$ cat src/rtl/tx_frame_scheduler_pkg.sv
// Shared definitions for the transmit frame scheduler: state encoding,
// payload/requester sizing and the shared cycle counter width.
package tx_frame_scheduler_pkg;

    localparam int PAYLOAD_W = 36;
    localparam int NUM_REQ   = 2;
    localparam int CNT_W     = 6;

    typedef enum logic [1:0] {
        ST_IDLE  = 2'd0,
        ST_START = 2'd1,
        ST_BUSY  = 2'd2,
        ST_GAP   = 2'd3
    } state_e;

    // Index of a one-hot two-requester grant (zero grant maps to index 0).
    function automatic logic grant_index(input logic [NUM_REQ-1:0] grant);
        return grant[1];
    endfunction

endpackage

$ cat src/rtl/tx_frame_scheduler_rr_arbiter2.sv
// Two-way round-robin arbiter: the pointer favours whichever requester
// lost the most recent grant; a lone requester always wins.
module rr_arbiter2
    import tx_frame_scheduler_pkg::*;
(
    input  logic               clk,
    input  logic               rst,
    input  logic [NUM_REQ-1:0] req,
    input  logic               advance,
    output logic [NUM_REQ-1:0] grant
);

    logic ptr_r;
    logic [NUM_REQ-1:0] grant_s;

    // Pick a single winner from the current requests.
    always_comb begin
        grant_s = 2'b00;
        case (req)
            2'b01:   grant_s = 2'b01;
            2'b10:   grant_s = 2'b10;
            2'b11:   grant_s = ptr_r ? 2'b10 : 2'b01;
            default: grant_s = 2'b00;
        endcase
    end

    assign grant = grant_s;

    // Move the pointer to the non-granted requester whenever a grant is taken.
    always_ff @(posedge clk) begin
        if (rst) begin
            ptr_r <= 1'b0;
        end else if (advance && (grant_s != 2'b00)) begin
            ptr_r <= ~grant_index(grant_s);
        end else begin
            ptr_r <= ptr_r;
        end
    end

endmodule

$ cat src/rtl/tx_frame_scheduler.sv
// Grants one of two frame requesters, drives the transmitter enable handshake
// with start/busy timeouts, and enforces an inter-frame gap.
module tx_frame_scheduler
    import tx_frame_scheduler_pkg::*;
#(
    parameter int IFG_CYCLES    = 8,
    parameter int START_TIMEOUT = 4,
    parameter int BUSY_TIMEOUT  = 63
) (
    input  logic                 clk,
    input  logic                 rst,
    input  logic [NUM_REQ-1:0]   req_valid,
    input  logic [PAYLOAD_W-1:0] req_data0,
    input  logic [PAYLOAD_W-1:0] req_data1,
    output logic [NUM_REQ-1:0]   req_ready,
    output logic                 tx_enable,
    output logic [PAYLOAD_W-1:0] tx_bits,
    input  logic                 tx_complete,
    output logic                 frame_done,
    output logic                 done_id,
    output logic                 err_pulse,
    output logic                 busy
);

    localparam logic [CNT_W-1:0] START_LAST = CNT_W'(START_TIMEOUT);
    localparam logic [CNT_W-1:0] BUSY_LAST  = CNT_W'(BUSY_TIMEOUT - 1);
    localparam logic [CNT_W-1:0] GAP_LAST   = CNT_W'(IFG_CYCLES - 1);
    localparam logic             GAP_NONE   = (IFG_CYCLES == 0);

    state_e state_r, next_state_s;
    logic [CNT_W-1:0] count_r;
    logic [NUM_REQ-1:0] grant_s;
    logic grant_ok_s, take_s;

    logic [NUM_REQ-1:0]   req_ready_s, req_ready_r;
    logic [PAYLOAD_W-1:0] tx_bits_s, tx_bits_r;
    logic tx_enable_s, tx_enable_r;
    logic frame_done_s, frame_done_r;
    logic err_pulse_s, err_pulse_r;
    logic done_id_s, done_id_r;
    logic busy_s, busy_r;

    // Requests are only visible to the arbiter while idle with the transmitter free.
    assign grant_ok_s = (state_r == ST_IDLE) && tx_complete;
    assign take_s     = (grant_s != 2'b00);

    rr_arbiter2 u_arb (
        .clk     (clk),
        .rst     (rst),
        .req     (req_valid & {NUM_REQ{grant_ok_s}}),
        .advance (take_s),
        .grant   (grant_s)
    );

    // State register.
    always_ff @(posedge clk) begin
        if (rst) begin
            state_r <= ST_IDLE;
        end else begin
            state_r <= next_state_s;
        end
    end

    // Next-state logic; a completion seen in the timeout cycle wins over the timeout.
    always_comb begin
        next_state_s = state_r;
        case (state_r)
            ST_IDLE: begin
                if (take_s) next_state_s = ST_START;
                else        next_state_s = ST_IDLE;
            end
            ST_START: begin
                if (!tx_complete)              next_state_s = ST_BUSY;
                else if (count_r == START_LAST) next_state_s = ST_GAP;
                else                           next_state_s = ST_START;
            end
            ST_BUSY: begin
                if (tx_complete)               next_state_s = ST_GAP;
                else if (count_r == BUSY_LAST) next_state_s = ST_GAP;
                else                           next_state_s = ST_BUSY;
            end
            ST_GAP: begin
                if (GAP_NONE || (count_r == GAP_LAST)) next_state_s = ST_IDLE;
                else                                   next_state_s = ST_GAP;
            end
            default: next_state_s = ST_IDLE;
        endcase
    end

    // Shared cycle counter, cleared on every state entry and held at zero in IDLE.
    always_ff @(posedge clk) begin
        if (rst) begin
            count_r <= '0;
        end else if ((next_state_s != state_r) || (state_r == ST_IDLE)) begin
            count_r <= '0;
        end else begin
            count_r <= count_r + CNT_W'(1);
        end
    end

    // Output values for the next cycle, derived from the current transition.
    always_comb begin
        req_ready_s  = 2'b00;
        tx_enable_s  = 1'b0;
        frame_done_s = 1'b0;
        err_pulse_s  = 1'b0;
        tx_bits_s    = tx_bits_r;
        done_id_s    = done_id_r;
        busy_s       = (next_state_s != ST_IDLE);
        case (state_r)
            ST_IDLE: begin
                if (take_s) begin
                    req_ready_s = grant_s;
                    tx_bits_s   = grant_index(grant_s) ? req_data1 : req_data0;
                    done_id_s   = grant_index(grant_s);
                end else begin
                    req_ready_s = 2'b00;
                end
            end
            ST_START: begin
                tx_enable_s = (next_state_s == ST_START);
                err_pulse_s = (next_state_s == ST_GAP);
            end
            ST_BUSY: begin
                frame_done_s = tx_complete;
                err_pulse_s  = (next_state_s == ST_GAP) && !tx_complete;
            end
            ST_GAP: begin
                tx_enable_s = 1'b0;
            end
            default: begin
                tx_enable_s = 1'b0;
            end
        endcase
    end

    // Output registers.
    always_ff @(posedge clk) begin
        if (rst) begin
            req_ready_r  <= 2'b00;
            tx_enable_r  <= 1'b0;
            tx_bits_r    <= '0;
            frame_done_r <= 1'b0;
            err_pulse_r  <= 1'b0;
            done_id_r    <= 1'b0;
            busy_r       <= 1'b0;
        end else begin
            req_ready_r  <= req_ready_s;
            tx_enable_r  <= tx_enable_s;
            tx_bits_r    <= tx_bits_s;
            frame_done_r <= frame_done_s;
            err_pulse_r  <= err_pulse_s;
            done_id_r    <= done_id_s;
            busy_r       <= busy_s;
        end
    end

    assign req_ready  = req_ready_r;
    assign tx_enable  = tx_enable_r;
    assign tx_bits    = tx_bits_r;
    assign frame_done = frame_done_r;
    assign err_pulse  = err_pulse_r;
    assign done_id    = done_id_r;
    assign busy       = busy_r;

endmodule

$ cat config.mk
export PLATFORM = sky130hd
export DESIGN_NAME = tx_frame_scheduler
export DESIGN_NICKNAME = d
export VERILOG_FILES = /design/src/rtl/tx_frame_scheduler_pkg.sv /design/src/rtl/tx_frame_scheduler_rr_arbiter2.sv /design/src/rtl/tx_frame_scheduler.sv
export SDC_FILE = /design/constraint.sdc
export NUM_CORES = 1
export LEC_CHECK = 0
export BUFFER_PORTS_ARGS = -buffer_cell sky130_fd_sc_hd__buf_2
export CORE_UTILIZATION = 49
export CTS_CLUSTER_DIAMETER = 60
export CTS_CLUSTER_SIZE = 30
export DETAILED_ROUTE_END_ITERATION = 10
export PLACE_DENSITY = 0.86
export SETUP_SLACK_MARGIN = 0.3
export SLEW_MARGIN = 0
export SYNTH_ARGS = -nofsm -noshare
export SYNTH_HDL_FRONTEND = slang
export SYNTH_SLANG_ARGS = --single-unit
$ cat constraint.sdc
create_clock -name clk -period 5.6 [get_ports clk]
set_clock_uncertainty 0.1 [all_clocks]
set_input_delay 0.28 -clock clk [delete_from_list [all_inputs] [get_ports clk]]
set_output_delay 0.28 -clock clk [all_outputs]
set_load 0.05 [all_outputs]
==> results of run 1 <==
## through the flow
step	instance area (um2)	std cells	worst slack, ns	hold WS, ns
after floorplan	2350	240	3.85	0.279
after global placement	2940	396	3.29	0.324
after detailed placement	2940	396	3.21	0.337
after CTS	3050	404	3.16	0.0984
after global routing	3050	404	3.00	0.110
final	3050	404	3.18	0.102
## cell type report
type / instances / area, um2 / area share, %
clock buffers: 6 / 72.6 / 2.38
clock inverters: 2 / 35.0 / 1.15
inverters: 8 / 30.0 / 0.985
multi-input cells: 163 / 1190 / 39.2
flip-flops and latches: 52 / 1040 / 34.1
well taps: 52 / 65.1 / 2.13
repair buffers: 121 / 611 / 20.0
## flip-flops by register name, summed over array words and instances (netlist names)
name / cells
u_arb.ptr_r: 1
frame_done: 1
done_id: 1
busy: 1
req_ready: 2
tx_bits: 36
tx_enable: 1
count_r: 6
state_r: 2
err_pulse: 1
## cells by family after synthesis
| family | after synthesis |
|---|---|
| muxes | 37 |
| buffers and inverters | 25 |
| DFF | 52 |
| xor gates and xnor gates | 5 |
| AOI/OAI and AO/OA | 47 |
| adders and majority gates | 8 |
| and+or+nand+nor | 66 |
## worst reg2reg max path, delay by kind of cell, from the launching register on
family	cells	cell delay [ns]
buffers and inverters	2	0.62
AO/OA/AOI/OAI	2	0.51
flip-flops	1	0.35
multiplexers	1	0.28
adder cells (fa/ha/maj)	1	0.24
AND/OR/NAND/NOR	1	0.16
## metal layers
metal  routed length [um]  track usage [%]  part of all wire (%)
met1                 2300             25.4                    43
met2                 2580             37.8                    49
met3                  335             5.20                   6.3
met4                   85             7.56                   1.6
met5                    0                0                     0
## placed cells by master, fill, tap and decap left out, types with 3 or more instances in the layout
master / Yosys / routed
sky130_fd_sc_hd__buf_2: 2 / 119
sky130_fd_sc_hd__clkbuf_8: 0 / 5
sky130_fd_sc_hd__a211oi_1: 38 / 38
sky130_fd_sc_hd__dfxtp_1: 52 / 52
sky130_fd_sc_hd__nand3_1: 4 / 4
sky130_fd_sc_hd__ha_1: 8 / 8
sky130_fd_sc_hd__mux2i_1: 36 / 36
sky130_fd_sc_hd__xnor2_1: 3 / 3
sky130_fd_sc_hd__nor2_1: 43 / 43
sky130_fd_sc_hd__inv_1: 8 / 8
sky130_fd_sc_hd__nor3_1: 7 / 7
sky130_fd_sc_hd__a21oi_1: 3 / 3
## path summary, 6_finish.rpt
kind	startpoint	to	slack, ns	depth (start not counted)
setup / recovery	state_r[0]	tx_bits[23]	3.18	7
hold / removal	req_valid[1]	req_ready[0]	0.10	2
setup reg to reg	state_r[0]	tx_bits[23]	3.18	7
hold reg to reg	u_arb.ptr_r	req_ready[0]	0.35	1
## power by group
part / total (mW) / switching [mW] / internal (mW)
Sequential: 0.415 / 0.0146 / 0.400
Combinational: 0.262 / 0.180 / 0.0816
Clock: 0.251 / 0.118 / 0.133
Total: 0.928 / 0.313 / 0.615
==> run summary, run 1 <==
• complete, but fails checks — status
• design-rule violations — violated checks
• 413 MHz — highest achievable clock rate
• 0.00447 mm2 — placeable core region
• 0.30 ns — clock latency at the later pin of the worst-skew pair
• 1.86% — XOR/XNOR Fraction of Synth Area
• 0 — count of yosys warnings during synthesis
• 52 — number of sinks on the clock net
• false — unrepaired setup endpoints after global routing
• 1.36 nW — static leakage power
• 1,962 — number of global-route vias before repair
• reg2reg — kind of critical path
• 43.3% — final period utilization
• 2.47 ns — arrival time worst endpoint
• 33 — number of different library cells in the post-synthesis netlist
• 15.4% — post-synthesis compound-gate area fraction
• register — category of the worst setup path capture point
• 0 — final-report hold violation count
• 5300 um — Routed Wire Length
• inv_1 -> ha_1 -> nand3_1 -> a21oi_4 -> buf_4 -> mux2i_1 -> a211oi_1 — Cell Chain, Critical Path
• 0 ns — final sum of negative setup slack
• yes — CTS tree
• 436 — number of nets in the layout
• 24 — number of rows in the core area
• 0 — Final Max Slew Viols
• 2 — H-Tree Depth
• 369 — fillcell total
• 0 — aggregate global routing overflow
• 0 — number of synthesized flops with an enable pin
• 9 — DRC viols
• 3900 um — final HPWL from detailed placement
• 0 — final setup violation count
• 16.3% — multiplexer fraction of the synthesized cell area
• 70 — DRC violation total after the first TritonRoute iteration
• 52 — total of flip-flops plus latches after synthesis
• 304 mW/mm2 — pwr dens
• 2.42 ns — Min Clock Period, post-route
• register — type of element launching the critical path
• 0 — total of max-cap violations
• 0 — antenna-violating nets left
• sky130_fd_sc_hd__clkbuf_8 — CTS Root Cell
• sky130_fd_sc_hd__dfxtp_1 — Synth area leader
• 5.16 — Via density
• 120 — number of placed I/O pins
• 42.8% — Max transition margin
• 7 — First-pass DRT Iterations
• 325 — post-synthesis net count
• sky130_fd_sc_hd__buf_4 — Critical Path Slowest Stage Cell
• 0 — number of antenna violations at the first check in global routing
• 2 — buffers and inverters on the worst path
• 68.1% — Layout Utilization
• 9.81 um2 — Mapped Avg Cell Area
• 71.3 um — die outline height
• 2,083 — total via count after detailed routing
• 0.798 — global placer's final weighted congestion
• buffers and inverters — critical path's top delay family
• 52.6% — initial core utilization
• 8650 um — global-route wire length before repair
• 38.4% — share of layout cells above drive strength 1
• 0 — number of hold buffers added after cts
• 5 — number of buffers created by CTS
• 0 — CTS-repair resized insts
• 0.49 ns — Slowest Stage Delay on Critical Path
• 47 — largest net degree at the start of global routing
• 71.3 um — Die Span X
• 0 — post-CTS setup buffer count
• 29.5% — area growth from synthesis to layout
• in2reg — Worst Hold Class
• 0.857 ns — transition time at the pin with the least slew margin
• 0.210 mV — highest ir drop seen on vdd
• sky130_fd_sc_hd__dfxtp_1 — main flop type after synthesis
• 21.4% — Global Route Usage Sum
• 4.25% — synthesized-area fraction occupied by adder cells
• 0.928 mW — overall power
• sky130_fd_sc_hd__dfxtp_1, sky130_fd_sc_hd__nor2_1, sky130_fd_sc_hd__a211oi_1, sky130_fd_sc_hd__mux2i_1 — cell types with the highest counts after synthesis
• 2 — Clock Path Buffers
• 0.00235 mm2 — netlist area before placement
• 27 — crit-path max FO
• 0 — antenna diode count
• 119 — count of buffers from port buffering
• sky130_fd_sc_hd__dfxtp_1 — most numerous cell in the Yosys netlist
• 44.2% — area share of the largest cell type after synthesis
• 0.00509 mm2 — Die Outline Area
• 12.6% — Post-Synth Simple-Gate Area
• 44.2% — sequential area share after synthesis
• 240 — Synth Instances
• sky130_fd_sc_hd__dfxtp_1, sky130_fd_sc_hd__mux2i_1, sky130_fd_sc_hd__a211oi_1 — Synth area leaders
• 0% — share of async-settable or async-resettable flops after synthesis
• multiplexers — dominant combinational cell family by area after synthesis
• 5.65 ns — endpoint required time on the critical path
• 13.1 um — detailed-route wire length per cell
• 0.09 ns — clock transition time at the flip-flop clock pins of the worst setup and hold paths
No activity file was read; power rests on OpenSTA's default activity.
==> run 2: changes to the inputs <==
--- a/config.mk
+++ b/config.mk
@@ -6,11 +6,11 @@
 export NUM_CORES = 1
 export LEC_CHECK = 0
 export BUFFER_PORTS_ARGS = -buffer_cell sky130_fd_sc_hd__buf_2
-export CORE_UTILIZATION = 49
+export CORE_UTILIZATION = 41
 export CTS_CLUSTER_DIAMETER = 60
 export CTS_CLUSTER_SIZE = 30
 export DETAILED_ROUTE_END_ITERATION = 10
-export PLACE_DENSITY = 0.86
+export PLACE_DENSITY = 0.77
 export SETUP_SLACK_MARGIN = 0.3
 export SLEW_MARGIN = 0
 export SYNTH_ARGS = -nofsm -noshare
==> constraint.sdc (replaced) <==
create_clock -name clk -period 2.2 [get_ports clk]
set_clock_uncertainty 0.1 [all_clocks]
set_input_delay 0.11 -clock clk [delete_from_list [all_inputs] [get_ports clk]]
set_output_delay 0.11 -clock clk [all_outputs]
set_load 0.05 [all_outputs]
==> run summary, run 2 (synthesis gave the netlist of run 1 again) <==
• finished, final reports clean — status, was complete, but fails checks
• 0 — total of max-cap violations, unchanged
• sky130_fd_sc_hd__buf_2 — most common cell after layout, fill and taps aside, unchanged
• 0.336 mV — highest ir drop seen on vdd, was 0.210 mV
• 43.4% — share of layout cells above drive strength 1, was 38.4%
• 0.29 ns — clock latency at the later pin of the worst-skew pair, was 0.30 ns
• 0 — antenna diode count, unchanged
• false — unrepaired setup endpoints after global routing, unchanged
• reg2reg — kind of critical path, unchanged
• 1.84 ns — Min Clock Period, post-route, was 2.42 ns
• 0.553 ns — transition time at the pin with the least slew margin, was 0.857 ns
• 52 — number of sinks on the clock net, unchanged
• 447 — number of nets in the layout, was 436
• 36 — flip-flop count of the largest register after layout, unchanged
• 0 — number of antenna violations at the first check in global routing, unchanged
• 2.32 ns — endpoint required time on the critical path, was 5.65 ns
• 3950 um — final HPWL from detailed placement, was 3900 um
• sky130_fd_sc_hd__buf_2, sky130_fd_sc_hd__dfxtp_1, sky130_fd_sc_hd__nor2_1 — most used cells in the layout excluding fill and tap cells, unchanged
• 58 — DRC violation total after the first TritonRoute iteration, was 70
• 54 — largest net degree at the start of global routing, was 47
• 27 — number of rows in the core area, was 24
• 8570 um — global-route wire length before repair, was 8650 um
• 63.1% — Max transition margin, was 42.8%
• 4 — First-pass DRT Iterations, was 7
• 13.8 um — detailed-route wire length per cell, was 13.1 um
• register — type of element launching the critical path, unchanged
• 544 MHz — highest achievable clock rate, was 413 MHz
• 419 — DP Cell Count, was 396
• 2 — H-Tree Depth, unchanged
• 17.9% — Global Route Usage Sum, was 21.4%
• 0 — final-report hold violation count, unchanged
• 120 — number of placed I/O pins, unchanged
• 434 — final standard cell count with taps included and fillers excluded, was 404
• 5 — number of buffers created by CTS, unchanged
• 6 — crit-path max FO, was 27
• 709 mW/mm2 — pwr dens, was 304 mW/mm2
• 0.250 ns — post-place setup slack, was 3.21 ns
• yes — CTS tree, unchanged
• 1.96 ns — arrival time worst endpoint, was 2.47 ns
• 2.33 mW — overall power, was 0.928 mW
• 0 — DRC viols, was 9
• 83.5% — final period utilization, was 43.3%
• 77.8 um — Die Span X, was 71.3 um
• 469 — fillcell total, was 369
• 0 — Final Max Slew Viols, unchanged
• 2 — Clock Path Buffers, unchanged
• 0.00605 mm2 — Die Outline Area, was 0.00509 mm2
• 5.00 — Via density, was 5.16
• 0 ns — final sum of negative setup slack, unchanged
• 6000 um — Routed Wire Length, was 5300 um
• sky130_fd_sc_hd__clkbuf_8 — CTS Root Cell, unchanged
• 0.09 ns — clock transition time at the flip-flop clock pins of the worst setup and hold paths, about the same
• 0.362 ns — final setup margin, was 3.18 ns
• 0.0442 ns — worst-case hold slack, was 0.102 ns
• 119 — count of buffers from port buffering, unchanged
• 1,960 — number of global-route vias before repair, was 1,962
• 77.8 um — die outline height, was 71.3 um
• 0 — aggregate global routing overflow, unchanged
• 2,171 — total via count after detailed routing, was 2,083
• 42.8% — initial core utilization, was 52.6%
• 0 — final setup violation count, unchanged
• register — category of the worst setup path capture point, unchanged
• in2reg — Worst Hold Class, unchanged
• 0 — antenna-violating nets left, unchanged
• 0.810 — global placer's final weighted congestion, was 0.798
• 39.4% — area growth from synthesis to layout, was 29.5%
• 0.00551 mm2 — placeable core region, was 0.00447 mm2
• 1.44 nW — static leakage power, was 1.36 nW
-- run 2: layer usage --
layer  track usage (%)  up-vias  part of all wire, %
li1                  -     1103                    -
met1              19.6      964                   42
met2              32.7       92                   49
met4              8.30        0                  1.9
met5                 0        -                    0
met3              3.88       12                  6.6
-- run 2: final cells by class --
| class | instances | area [um2] | share of cell area, % |
|---|---|---|---|
| multi-input combinational | 163 | 1260 | 38.5 |
| sequential | 52 | 1050 | 31.9 |
| timing repair buffer | 132 | 757 | 23.1 |
| tap | 72 | 90.1 | 2.74 |
| clock buffer | 6 | 82.6 | 2.52 |
| inverter | 8 | 32.5 | 0.991 |
| clock inverter | 1 | 8.76 | 0.267 |
-- run 2: through the flow --
| step | area [um2] | util [%] |
|---|---|---|
| after floorplan | 2350 | - |
| after global placement | 3000 | 54.5 |
| after detailed placement | 3000 | 54.5 |
| after CTS | 3130 | 56.9 |
| after global routing | 3280 | 59.6 |
| final | 3280 | 59.6 |
-- run 2: where the power goes --
| group | total, mW | leakage, nW | switching [mW] | internal [mW] |
|---|---|---|---|---|
| Sequential | 1.06 | 0.429 | 0.0380 | 1.02 |
| Clock | 0.547 | 0.0473 | 0.295 | 0.251 |
| Combinational | 0.723 | 0.961 | 0.480 | 0.242 |
| Total | 2.33 | 1.44 | 0.814 | 1.51 |
-- run 2: worst max-delay path, stage by stage, from the launching register on --
cell and delay, ns:
sky130_fd_sc_hd__dfxtp_2 0.36, sky130_fd_sc_hd__inv_4 0.10, sky130_fd_sc_hd__ha_4 0.16, sky130_fd_sc_hd__nand4_1 0.08, sky130_fd_sc_hd__or2_0 0.24, sky130_fd_sc_hd__a41o_4 0.29, sky130_fd_sc_hd__mux2i_4 0.22, sky130_fd_sc_hd__nor3_2 0.21
-- run 2: final timing paths --
path	startpoint	endpoint	slack (ns)	depth (start not counted)
min	req_data0[27]	tx_bits[27]	0.04	3
max reg2reg	state_r[0]	count_r[2]	0.36	7
min reg2reg	u_arb.ptr_r	req_ready[0]	0.35	1
max	state_r[0]	count_r[2]	0.36	7
-- run 2: repair_timing --
item,in CTS,in global routing
pin swaps,0,1
cloned,0,3
hold endpoints to repair,2,0
hold buffers,2,0
endpoints found under the setup margin,5,37
resized for setup,6,15
buffers inserted,0,3
==> run 3: changes to the inputs <==
--- a/config.mk
+++ b/config.mk
@@ -6,11 +6,11 @@
 export NUM_CORES = 1
 export LEC_CHECK = 0
 export BUFFER_PORTS_ARGS = -buffer_cell sky130_fd_sc_hd__buf_2
-export CORE_UTILIZATION = 41
+export CORE_UTILIZATION = 45
 export CTS_CLUSTER_DIAMETER = 60
 export CTS_CLUSTER_SIZE = 30
 export DETAILED_ROUTE_END_ITERATION = 10
-export PLACE_DENSITY = 0.77
+export PLACE_DENSITY = 0.8
 export SETUP_SLACK_MARGIN = 0.3
 export SLEW_MARGIN = 0
 export SYNTH_ARGS = -nofsm -noshare
==> constraint.sdc (replaced) <==
create_clock -name clk -period 1.7 [get_ports clk]
set_clock_uncertainty 0.1 [all_clocks]
set_input_delay 0.085 -clock clk [delete_from_list [all_inputs] [get_ports clk]]
set_output_delay 0.085 -clock clk [all_outputs]
set_load 0.05 [all_outputs]
==> run summary, run 3 (synthesis gave the netlist of run 1 again) <==
• 0.809 — global placer's final weighted congestion, was 0.810
• 3 — WHS Path Cells, unchanged
• 578 MHz — highest achievable clock rate, was 544 MHz
• complete, but fails checks — status, was finished, final reports clean
• 48.1% — share of layout cells above drive strength 1, was 43.4%
• 0.30 ns — clock latency at the later pin of the worst-skew pair, was 0.29 ns
• 4040 um — final HPWL from detailed placement, was 3950 um
• 0.09 ns — clock transition time at the flip-flop clock pins of the worst setup and hold paths, about the same
• 1.79 ns — endpoint required time on the critical path, was 2.32 ns
• yes — CTS tree, unchanged
• true — unrepaired setup endpoints after global routing, was false
• 1.55 nW — static leakage power, was 1.44 nW
• 52 — number of sinks on the clock net, unchanged
• 25 — number of rows in the core area, was 27
• 36 — flip-flop count of the largest register after layout, unchanged
• tx_bits[4] — Hold Path Sink, was tx_bits[27]
• 74.4% — Max transition margin, was 63.1%
• 4 — First-pass DRT Iterations, unchanged
• 2 — Clock Path Buffers, unchanged
• 0.384 ns — transition time at the pin with the least slew margin, was 0.553 ns
• negative setup slack — violated checks
• sky130_fd_sc_hd__buf_2 — most common cell after layout, fill and taps aside, unchanged
• 1.73 ns — Min Clock Period, post-route, was 1.84 ns
• 0.00105 mm2 — FF+latch area, about the same
• 9020 um — global-route wire length before repair, was 8570 um
• -0.03 ns — register-to-register setup slack, was 0.36 ns
• 48.3% — initial core utilization, was 42.8%
• 74.3 um — Die Span X, was 77.8 um
• -0.163 ns — final sum of negative setup slack, was 0 ns
• 9 — FF-to-FF path depth, was 7
• 0 — antenna diode count, unchanged
• sky130_fd_sc_hd__buf_2, sky130_fd_sc_hd__dfxtp_1, sky130_fd_sc_hd__nor2_1 — most used cells in the layout excluding fill and tap cells, unchanged
• state_r[1] — Critical R2R Launch, was state_r[0]
• register — type of element launching the critical path, unchanged
• 2,185 — total via count after detailed routing, was 2,171
• 36 — largest net degree at the start of global routing, was 54
• 0 — number of antenna violations at the first check in global routing, unchanged
• 119 — count of buffers from port buffering, unchanged
• 0 — antenna-violating nets left, unchanged
• 42 — DRC violation total after the first TritonRoute iteration, was 58
• 74.3 um — die outline height, was 77.8 um
• 0.00488 mm2 — placeable core region, was 0.00551 mm2
• 461 — number of nets in the layout, was 447
• tx_bits[33] — end of the worst register-to-register path, was count_r[2]
• 13.5 um — detailed-route wire length per cell, was 13.8 um
• 120 — number of placed I/O pins, unchanged
• 1.82 ns — arrival time worst endpoint, was 1.96 ns
• in2reg — Worst Hold Class, unchanged
• 8 — crit-path max FO, was 6
• 867 mW/mm2 — pwr dens, was 709 mW/mm2
• 21.5% — Global Route Usage Sum, was 17.9%
• sky130_fd_sc_hd__clkbuf_8 — CTS Root Cell, unchanged
• 5990 um — Routed Wire Length, was 6000 um
• 3.08 mW — overall power, was 2.33 mW
• 0.454 mV — highest ir drop seen on vdd, was 0.336 mV
• 368 — fillcell total, was 469
• 9 — final setup violation count, was 0
• 0 — DRC viols, unchanged
• 0.00553 mm2 — Die Outline Area, was 0.00605 mm2
• 0 — final-report hold violation count, unchanged
• 1,990 — number of global-route vias before repair, was 1,960
• 0.00132 mm2 — multi-input logic area, was 0.00126 mm2
• 72.8% — Layout Utilization, was 59.6%
• 0 — total of max-cap violations, unchanged
• 102% — final period utilization, was 83.5%
• 50.9% — area growth from synthesis to layout, was 39.4%
• req_data0[4] — hold wc startpoint, was req_data0[27]
• reg2reg — kind of critical path, unchanged
• 0 — aggregate global routing overflow, unchanged
• register — category of the worst setup path capture point, unchanged
• -0.0309 ns — post-place setup slack, was 0.250 ns
• 2 — H-Tree Depth, unchanged
• 0 — Final Max Slew Viols, unchanged
• -0.0299 ns — final setup margin, was 0.362 ns
• 5 — number of buffers created by CTS, unchanged
• 4.93 — Via density, was 5.00
==> run 3: how the worst max path moves through the flow <==
stage                          start          end  slack (ns)  depth (start not counted)
after global routing      state_r[0]   count_r[4]       -0.12                          7
after CTS                 state_r[0]   count_r[1]       -0.02                          7
after detailed placement  state_r[0]   count_r[1]       -0.03                          7
final                     state_r[1]  tx_bits[33]       -0.03                          9
after global placement    state_r[0]   count_r[1]        0.03                          7
after floorplan           state_r[0]   count_r[1]        0.08                          7
==> run 3: routing by layer <==
metal  part of all wire (%)  global-route usage [%]
met5                      0                       0
met4                    1.9                    8.60
met3                    5.6                    5.83
met2                     50                    38.7
met1                     42                    24.1
==> run 3: final cells by class <==
cell class / instances / area share (%)
inverters: 8 / 1.13
clock inverters: 2 / 0.317
repair buffers: 146 / 27.3
multi-input cells: 163 / 37.3
flip-flops and latches: 52 / 29.7
well taps: 67 / 2.36
clock buffers: 5 / 1.94
==> run 3: worst max-delay path: stages, from the launching register on <==
cell and delay, ns:
sky130_fd_sc_hd__dfxtp_4 0.38, sky130_fd_sc_hd__inv_4 0.07, sky130_fd_sc_hd__ha_4 0.15, sky130_fd_sc_hd__nand3_4 0.07
sky130_fd_sc_hd__a21oi_4 0.17, sky130_fd_sc_hd__buf_6 0.14, sky130_fd_sc_hd__buf_6 0.09, sky130_fd_sc_hd__buf_8 0.13
sky130_fd_sc_hd__mux2i_2 0.22, sky130_fd_sc_hd__a211oi_2 0.08
==> run 3: per-stage QoR <==
step	hold WS (ns)	cells	area, um2
after floorplan	0.0836	240	2420
after global placement	0.230	418	3110
after detailed placement	0.228	418	3110
after CTS	0.00605	441	3470
after global routing	0.00208	443	3550
final	0.00807	443	3550
==> run 3: report_power, final <==
part           leakage [nW]  internal (mW)  switching, mW  total [mW]
logic                  1.07          0.390          0.645        1.04
registers             0.431           1.32         0.0510        1.37
clock network        0.0443          0.281          0.393       0.674
total                  1.55           1.99           1.09        3.08
==> run 3: repair_timing <==
item / in CTS / in global routing
pin swaps: 23 / 21
setup endpoints to repair: 49 / 49
cloned: 3 / 0
gates resized for setup: 22 / 16
buffers inserted: 10 / 2
endpoints found under the hold margin: 2 / 0
hold buffers: 3 / 0
